$ cat src/rtl/uart_to_bus_pkg.sv
// Shared definitions for the UART-to-bus write initiator.
package uart_to_bus_pkg;

    localparam logic [2:0] ST_IDLE     = 3'd0;
    localparam logic [2:0] ST_REQ      = 3'd1;
    localparam logic [2:0] ST_SEND     = 3'd2;
    localparam logic [2:0] ST_WAIT_ACK = 3'd3;
    localparam logic [2:0] ST_DONE     = 3'd4;

endpackage

$ cat src/rtl/uart_to_bus_byte_fifo.sv
// Synchronous byte FIFO; a push while full is accepted only alongside a pop.
module byte_fifo #(
    parameter int W     = 8,
    parameter int DEPTH = 4
) (
    input  logic         clk,
    input  logic         reset_n,
    input  logic         push,
    input  logic         pop,
    input  logic [W-1:0] din,
    output logic [W-1:0] dout,
    output logic         full,
    output logic         empty
);
    localparam int AW = (DEPTH > 1) ? $clog2(DEPTH) : 1;

    logic [W-1:0]  mem [DEPTH];
    logic [AW-1:0] wr_ptr, rd_ptr;
    logic [AW:0]   count;
    logic          push_ok, pop_ok;

    assign full    = (count == (AW+1)'(DEPTH));
    assign empty   = (count == '0);
    assign pop_ok  = pop && !empty;
    assign push_ok = push && (!full || pop_ok);
    assign dout    = mem[rd_ptr];

    always_ff @(posedge clk or negedge reset_n) begin
        if (!reset_n) begin
            wr_ptr <= '0;
            rd_ptr <= '0;
            count  <= '0;
        end else begin
            if (push_ok) wr_ptr <= wr_ptr + 1'b1;
            if (pop_ok)  rd_ptr <= rd_ptr + 1'b1;
            case ({push_ok, pop_ok})
                2'b10:   count <= count + 1'b1;
                2'b01:   count <= count - 1'b1;
                default: count <= count;
            endcase
        end
    end

    // Storage needs no reset; the pointers define what is valid.
    always_ff @(posedge clk) begin
        if (push_ok) mem[wr_ptr] <= din;
    end

endmodule

$ cat src/rtl/uart_to_bus.sv
// Drains received UART bytes into serial single-writes across a wrapping address window.
module uart_to_bus
    import uart_to_bus_pkg::*;
#(
    parameter int             N          = 8,
    parameter int             ADN        = 12,
    parameter logic [ADN-1:0] BASE_ADDR  = '0,
    parameter int             WIN_SIZE   = 16,
    parameter int             FIFO_DEPTH = 4,
    parameter int             TIMEOUT    = 255
) (
    input  logic         clk,
    input  logic         reset_n,
    input  logic [N-1:0] rx_data,
    input  logic         rx_valid,
    input  logic         bus_grant,
    input  logic         slave_ready,
    output logic         bus_request,
    output logic         bus_valid,
    output logic         bus_wren,
    output logic         bus_addr,
    output logic         bus_data,
    output logic         bus_burst_en,
    output logic         busy,
    output logic         rx_overflow,
    output logic         timeout_err
);
    localparam int             CW         = $clog2(ADN) + 1;
    localparam int             TW         = $clog2(TIMEOUT + 1);
    localparam logic [ADN-1:0] WIN_END    = BASE_ADDR + ADN'(WIN_SIZE);
    localparam logic [CW-1:0]  DATA_START = CW'(ADN - N);
    localparam logic [CW-1:0]  LAST_BIT   = CW'(ADN - 1);
    localparam logic [TW-1:0]  T_LAST     = TW'(TIMEOUT - 1);

    logic [2:0]     state, next_state;
    logic [ADN-1:0] addr_sr, addr_ptr, ptr_inc;
    logic [N-1:0]   data_sr, fifo_dout;
    logic [CW-1:0]  bit_cnt;
    logic [TW-1:0]  wait_cnt;
    logic           fifo_full, fifo_empty, push, pop, ack_timeout, data_phase;

    assign pop         = (state == ST_REQ) && bus_grant;
    assign push        = rx_valid && (!fifo_full || pop);
    assign ack_timeout = (state == ST_WAIT_ACK) && !slave_ready && (wait_cnt == T_LAST);
    assign data_phase  = (bit_cnt >= DATA_START);
    assign ptr_inc     = addr_ptr + 1'b1;

    byte_fifo #(.W(N), .DEPTH(FIFO_DEPTH)) u_fifo (
        .clk     (clk),
        .reset_n (reset_n),
        .push    (push),
        .pop     (pop),
        .din     (rx_data),
        .dout    (fifo_dout),
        .full    (fifo_full),
        .empty   (fifo_empty)
    );

    always_ff @(posedge clk or negedge reset_n) begin
        if (!reset_n) state <= ST_IDLE;
        else          state <= next_state;
    end

    always_comb begin
        next_state = state;
        case (state)
            ST_IDLE:     if (!fifo_empty) next_state = ST_REQ;
            ST_REQ:      if (bus_grant) next_state = ST_SEND;
            ST_SEND:     if (bit_cnt == LAST_BIT) next_state = ST_WAIT_ACK;
            ST_WAIT_ACK: if (slave_ready || ack_timeout) next_state = ST_DONE;
            ST_DONE:     next_state = ST_IDLE;
            default:     next_state = ST_IDLE;
        endcase
    end

    always_ff @(posedge clk or negedge reset_n) begin
        if (!reset_n) begin
            addr_sr     <= '0;
            data_sr     <= '0;
            bit_cnt     <= '0;
            wait_cnt    <= '0;
            addr_ptr    <= BASE_ADDR;
            rx_overflow <= 1'b0;
            timeout_err <= 1'b0;
        end else begin
            rx_overflow <= rx_valid && fifo_full && !pop;
            timeout_err <= ack_timeout;
            case (state)
                ST_REQ: if (bus_grant) begin
                    addr_sr <= addr_ptr;
                    data_sr <= fifo_dout;
                    bit_cnt <= '0;
                end
                ST_SEND: begin
                    addr_sr  <= addr_sr << 1;
                    // Data only advances once it lines up with the trailing address bits.
                    if (data_phase) data_sr <= data_sr << 1;
                    bit_cnt  <= bit_cnt + 1'b1;
                    wait_cnt <= '0;
                end
                ST_WAIT_ACK: wait_cnt <= wait_cnt + 1'b1;
                ST_DONE:     addr_ptr <= (ptr_inc == WIN_END) ? BASE_ADDR : ptr_inc;
                default: ;
            endcase
        end
    end

    always_comb begin
        bus_request = 1'b0;
        bus_valid   = 1'b0;
        bus_wren    = 1'b0;
        bus_addr    = 1'b0;
        bus_data    = 1'b0;
        case (state)
            ST_REQ: bus_request = 1'b1;
            ST_SEND: begin
                bus_request = 1'b1;
                bus_valid   = 1'b1;
                bus_wren    = 1'b1;
                bus_addr    = addr_sr[ADN-1];
                bus_data    = data_phase ? data_sr[N-1] : 1'b0;
            end
            ST_WAIT_ACK: begin
                bus_request = 1'b1;
                bus_wren    = 1'b1;
            end
            default: ;
        endcase
    end

    assign bus_burst_en = 1'b0;
    assign busy         = (state != ST_IDLE) || !fifo_empty;

endmodule
$ cat config.mk
export PLATFORM = sky130hd
export DESIGN_NAME = uart_to_bus
export DESIGN_NICKNAME = d
export VERILOG_FILES = /design/src/rtl/uart_to_bus_pkg.sv /design/src/rtl/uart_to_bus_byte_fifo.sv /design/src/rtl/uart_to_bus.sv
export SDC_FILE = /design/constraint.sdc
export NUM_CORES = 1
export LEC_CHECK = 0
export CORE_MARGIN = 3
export CORE_UTILIZATION = 50
export DETAILED_ROUTE_END_ITERATION = 10
export PLACE_DENSITY = 0.68
export SLEW_MARGIN = 20
export SYNTH_ARGS = -nofsm -noshare
export SYNTH_HDL_FRONTEND = slang
export SYNTH_HIERARCHICAL = 1
export SYNTH_SLANG_ARGS = --single-unit
export TNS_END_PERCENT = 30
$ cat constraint.sdc
create_clock -name clk -period 4 [get_ports clk]
set_input_delay 0.4 -clock clk [delete_from_list [all_inputs] [get_ports clk]]
set_output_delay 0.4 -clock clk [all_outputs]
set_load 0.005 [all_outputs]
Word-level counts from Yosys, hierarchy flattened
Memories as Yosys holds them, arrays and structs flattened.
Cells that the tools add are included.

cells by class
  divide/modulo/power cells = 0
  shift operators = 0
  bitwise gates (word level) = 0
  muxes and demuxes = 23
  $add $sub $neg = 7
  reduce and logical (&&, ||, !) cells = 27
  $lt $le $gt $ge = 1
  eq/ne operators = 15
  $mul = 0

operator list
  operator                 number
  $pmux W8 S2              2
  $mux W12                 2
  $pmux W12 S2             1
  $mux W8                  2
  $add A12 B1 Y12 const B  1
  $eq A12 B5 Y1 const B    1
  $mux W3                  4
  $pmux W3 S4              1
  $pmux W5 S2              1
  $add A8 B1 Y8 const B    1
  $eq A8 B8 Y1 const B     1
  $logic_and A1 B1 Y1      8
  $mux W1                  8
  $ne A2 B2 Y1 const B     4
  $eq A3 B2 Y1 const B     2
  $eq A3 B3 Y1 const B     2
  $logic_not A3 Y1         2
  $pmux W3 S2              1
  $reduce_bool A2 Y1       3
  $add A5 B1 Y5 const B    1
  $eq A5 B4 Y1 const B     1
  $ge A5 B3 Y1 const B     1
  $mux W5                  1
  $add A2 B1 Y2 const B    2
  other kinds (14)         20

storage, ports and cells
  output and inout port bits = 9
  memory bits (read-only) = 0
  memory bits (writable) = 32
  input port bits = 13
  logic and storage cells = 85
  latch bits = 0
  register bits after elaboration = 57
  memories kept = 1

memories
  name        depth  bits a word  read ports  clocked after memory_dff  wr ports  line                         text
  u_fifo.mem  4      8            1           0                         1         uart_to_bus_byte_fifo.sv:17  logic [W-1:0] mem [DEPTH];

Depth between registers and ports, before layout
  depth after elaboration = 7
  depth in mapped cells = 13
  gate-level depth less buffers = 11

By module
Netlist, hierarchy kept.

by module, submodules not included
  module       sequential area each (sq um)  cells an instance  times used  area each (sq um)
  uart_to_bus  1,251.2                       274                1           2,643.8
  byte_fifo    1,136.1                       80                 1           1,587.8

Worst setup path before layout
OpenSTA, ideal clock, no wires.

  path type = reg-to-reg
  start = register state[1]
  end = register u_fifo.count[2]
  cell stages (with the launch flop) = 13
  library setup time = 0.125 ns
  period minus slack after synthesis = 2.383 ns
  slack = 1.617 ns
  data required time = 3.875 ns
  arrival time = 2.258 ns
  buffers on the path = 1
  path through = dfrtp_1 nor4bb_1 clkbuf_1 inv_1 a21boi_0 o21a_4 inv_1 ha_1 inv_1 fa_1 xor2_1 nor2_1 xor2_1

between the ends
  word-level cells in the longest chain between the ends = 7
  elaborated cells between the ends (all ways) = 11
  those cells by class = eq/ne (3); mux (1); reduce/logical (7)

RTL lines
  item                                               line                         text
  start: declaration                                 uart_to_bus.sv:35            logic [2:0] state, next_state;
  start signal: assignment                           uart_to_bus.sv:61            else state <= next_state;
  $eq A3 B1 Y1 *                                     uart_to_bus.sv:42            assign pop = (state == ST_REQ) && bus_grant;
  $logic_and A1 B1 Y1 *                              uart_to_bus.sv:42
  via pop                                            uart_to_bus.sv:40            logic fifo_full, fifo_empty, push, pop, ack_timeout, data_phase;
  $logic_or A1 B1 Y1 *                               uart_to_bus.sv:43            assign push = rx_valid && (!fifo_full || pop);
  $logic_and A1 B1 Y1 *                              uart_to_bus.sv:43
  via push                                           uart_to_bus.sv:40
  $logic_and A1 B1 Y1 *                              uart_to_bus_byte_fifo.sv:25  assign push_ok = push && (!full || pop_ok);
  $eq A2 B1 Y1 or $eq A2 B2 Y1 (tied branches)       uart_to_bus_byte_fifo.sv:36  case ({push_ok, pop_ok})
  $pmux W3 S2 or $reduce_bool A2 Y1 (tied branches)  n/a
  end signal: assignment                             uart_to_bus_byte_fifo.sv:37  2'b10: count <= count + 1'b1;
  end signal: assignment                             uart_to_bus_byte_fifo.sv:38  2'b01: count <= count - 1'b1;
  end signal: assignment                             uart_to_bus_byte_fifo.sv:39  default: count <= count;
  end: declaration                                   uart_to_bus_byte_fifo.sv:19  logic [AW:0] count;

The timed path passes the listed nets; every way through them passes the cells marked *.
A chain may end at the register's enable or synchronous reset.

Final worst setup path
  start = register state[2]
  end = output bus_data

between the ends
  word-level cells in the longest chain between the ends = 2

RTL lines
  item              line                text
  $eq A3 B2 Y1      uart_to_bus.sv:114  case (state)
  $mux W1           uart_to_bus.sv:114
  end: declaration  uart_to_bus.sv:22   output logic bus_data,

No other way between the ends.

==> results.yml <==
status:
  outcome: "finished, final reports clean"
route:
  first_iter_violations: 101
  via_count: 2593
  ant_nets: 0
  drtPass1Iterations: 4
  highest_layer: "met4"
  met1Wirelength_um: 3200
  wl_um: 7040
  post_drt_wl_per_cell_um: 14.7
  wl_met2_um: 3560
  drc: 0
  routed_via_density: 5.41
  wl_met3_um: 199
final_layout:
  area_growth_pct: 11.3
  seqCellArea_um2: 2390
  antenna_cells: 0
  num-fill-cells: 650
  finalInstanceArea_um2: 4710
  drive_gt1_share_pct: 13.3
  finalNetCount: 397
  multi_input_area_um2: 1690
sta:
  min_period_ps: 2720
  tightestPinTransition_ps: 709
  clock.fmax_mhz: 368
  hold_viol: 0
  slew_violations: 0
  slew_headroom_pct: 52.7
  finalSetupViolCount: 0
  whs_ps: 188
  setup_tns_ps: 0
  rsz0062_at_grt: "false"
  finalCritPeriodShare_pct: 68.0
  finClkSkew_ps: 14.6
die:
  chipHeight_um: 98.0
  rows: 32
  fp.coreArea_um2: 7970
  start_util_pct: 53.1
  dieArea_um2: 9600
  ioPinCount: 22
  die_w_um: 98.0
grt:
  antenna_found_initial: 0
  grt_pass1_wl_um: 12000
  grt_use_total_pct: 15.7
  grt-ovfl-total: 0
  grt_pass1_vias: 2531
  grt_max_degree: 58
cts:
  cts_made_buffers: 9
  cts_tree: "done"
  cts.path.max_buffers: 2
  clock-sinks: 89
  cts.clk_slew.worst_paths_ps: 90
  cts_resized: 0
  clock_latency_ps: 350
  root_buffer: "clkbuf_8"
  post_cts_buffers: 0
  cts_hold_repair.buffers: 0
  cts-htree-levels: 3
power:
  p_per_area_nw_per_um2: 678
  ir_drop_mv: 0.335
  p_leak_nw: 1.90
  power_mw: 3.19
setup_path:
  path_max_fanout: 23
  endpoint_kind: "output port"
  required_ps: 3600
  arrival_ps: 2320
  criticalPathCategory: "flop to output port"
  startpoint_type: "flop"
  reg2reg_from: "state[0]$_DFFE_PN0P_"
  crit_start: "state[2]$_DFFE_PN0P_"
synth:
  ys_ff_latch: 89
  synth_largest_area_cell: "dfrtp_1"
  yosys-top-cells-count: "dfrtp_1, edfxtp_1, nor2_1, nand2_1, mux2i_1"
  syn_area_um2: 4230
  synth_area_leaders: "dfrtp_1, edfxtp_1, mux2i_1"
  synth_nets: 379
  synthFlopType: "dfrtp_1"
  yosysWarnings: 6
  synth_cell_types: 55
  yosysSeqAreaShare_pct: 56.4
  synthMostInstantiatedCell: "dfrtp_1"
  synth_edf_count: 32
  ys_async_sr_fraction_pct: 64.0
  synth_top_area_share_pct: 33.7
  synth_cells: 354
  synth.avg_cell_area_um2: 12.0
place:
  port_buffers: 20
  placed_area_um2: 4500
  gp_congestion: 0.728
  hpwlAfterDp_um: 4770
hold_path:
  hp-class: "input port to async pin"
job:
  maxCapViolations: 0
[final timing paths]
kind	end	slack, ps	cells after the start
min in group clk	data_sr[4]$_DFFE_PN0P_	490	2
worst max-delay path	bus_data	1280	6
max in group asynchronous	addr_sr[6]$_DFFE_PN0P_	3340	2
worst min register to register	data_sr[4]$_DFFE_PN0P_	490	2
worst min-delay path	wait_cnt[2]$_DFFE_PN0P_	190	2
worst max register to register	u_fifo/count[2]$_DFFE_PN0P_	1300	12
[cell families after synthesis]
family | synth area share (%)
xor gates and xnor gates | 4.35
DFF | 56.4
AOI/OAI and AO/OA | 7.89
adders and majority gates | 3.73
buffers and inverters | 3.84
and+or+nand+nor | 14.1
other | 0.0886
muxes | 9.61
[registers in the layout, indices dropped and copies added, names as in the netlist]
register,count
addr_ptr,12
addr_sr,12
bit_cnt,5
data_sr,8
rx_overflow,1
state,3
timeout_err,1
u_fifo/count,3
u_fifo/mem,32
u_fifo/rd_ptr,2
u_fifo/wr_ptr,2
wait_cnt,8
[cells in the final DEF, fill, tap and decap left out, types with 6 or more instances in the layout]
cell	Yosys	final
a21oi_1	15	14
xnor2_1	11	11
ha_1	11	11
xor2_1	10	10
clkbuf_8	0	9
nor2_1	31	31
mux2i_1	20	20
o21ai_0	10	10
a22o_1	6	6
inv_1	15	15
nand3_1	7	7
mux4_2	8	8
edfxtp_1	32	32
o21ai_1	8	8
dfrtp_1	57	57
nand4_1	7	7
nand2_1	30	30
nor3_1	6	6
clkdlybuf4s50_1	0	19
[metrics by stage]
stage | setup slack (ps) | std cells | utilization (%)
detailed placement | 1090 | 463 | 56.4
floorplan | 1620 | 354 | -
finish | 1280 | 479 | 59.1
CTS | 1250 | 479 | 59.1
global route | 1090 | 479 | 59.1
global placement | 1190 | 463 | 56.4
[layout make-up]
class                           count  area share (%)
Timing Repair Buffer               24            4.78
Inverter                           17            1.36
Multi-Input combinational cell    231            35.9
Sequential cell                    89            50.7
Tap cell                          102            2.71
Clock inverter                      5            1.73
Clock buffer                       11            2.79
[worst max-delay path: stages (launching register included)]
cell and delay [ps]:
dfrtp_1 480, inv_2 120, nand2_2 200, nor2_2 130, buf_4 340, and3_1 220
clkdlybuf4s50_1 490
[power breakdown]
group          internal, mW  total, mW  switching [mW]  leakage (nW)
clock                 0.352      0.652           0.299         0.104
combinational         0.516       1.05           0.537         0.775
sequential             1.23       1.49           0.261          1.02
[metal layers]
metal | track usage, % | vias to the layer above
met3 | 4.36 | 6
met1 | 20.2 | 1280
met5 | 0 | -
met4 | 4.47 | 0
li1 | - | 1282
met2 | 26.1 | 25
Note: power is estimated with default switching activity, not from simulation.
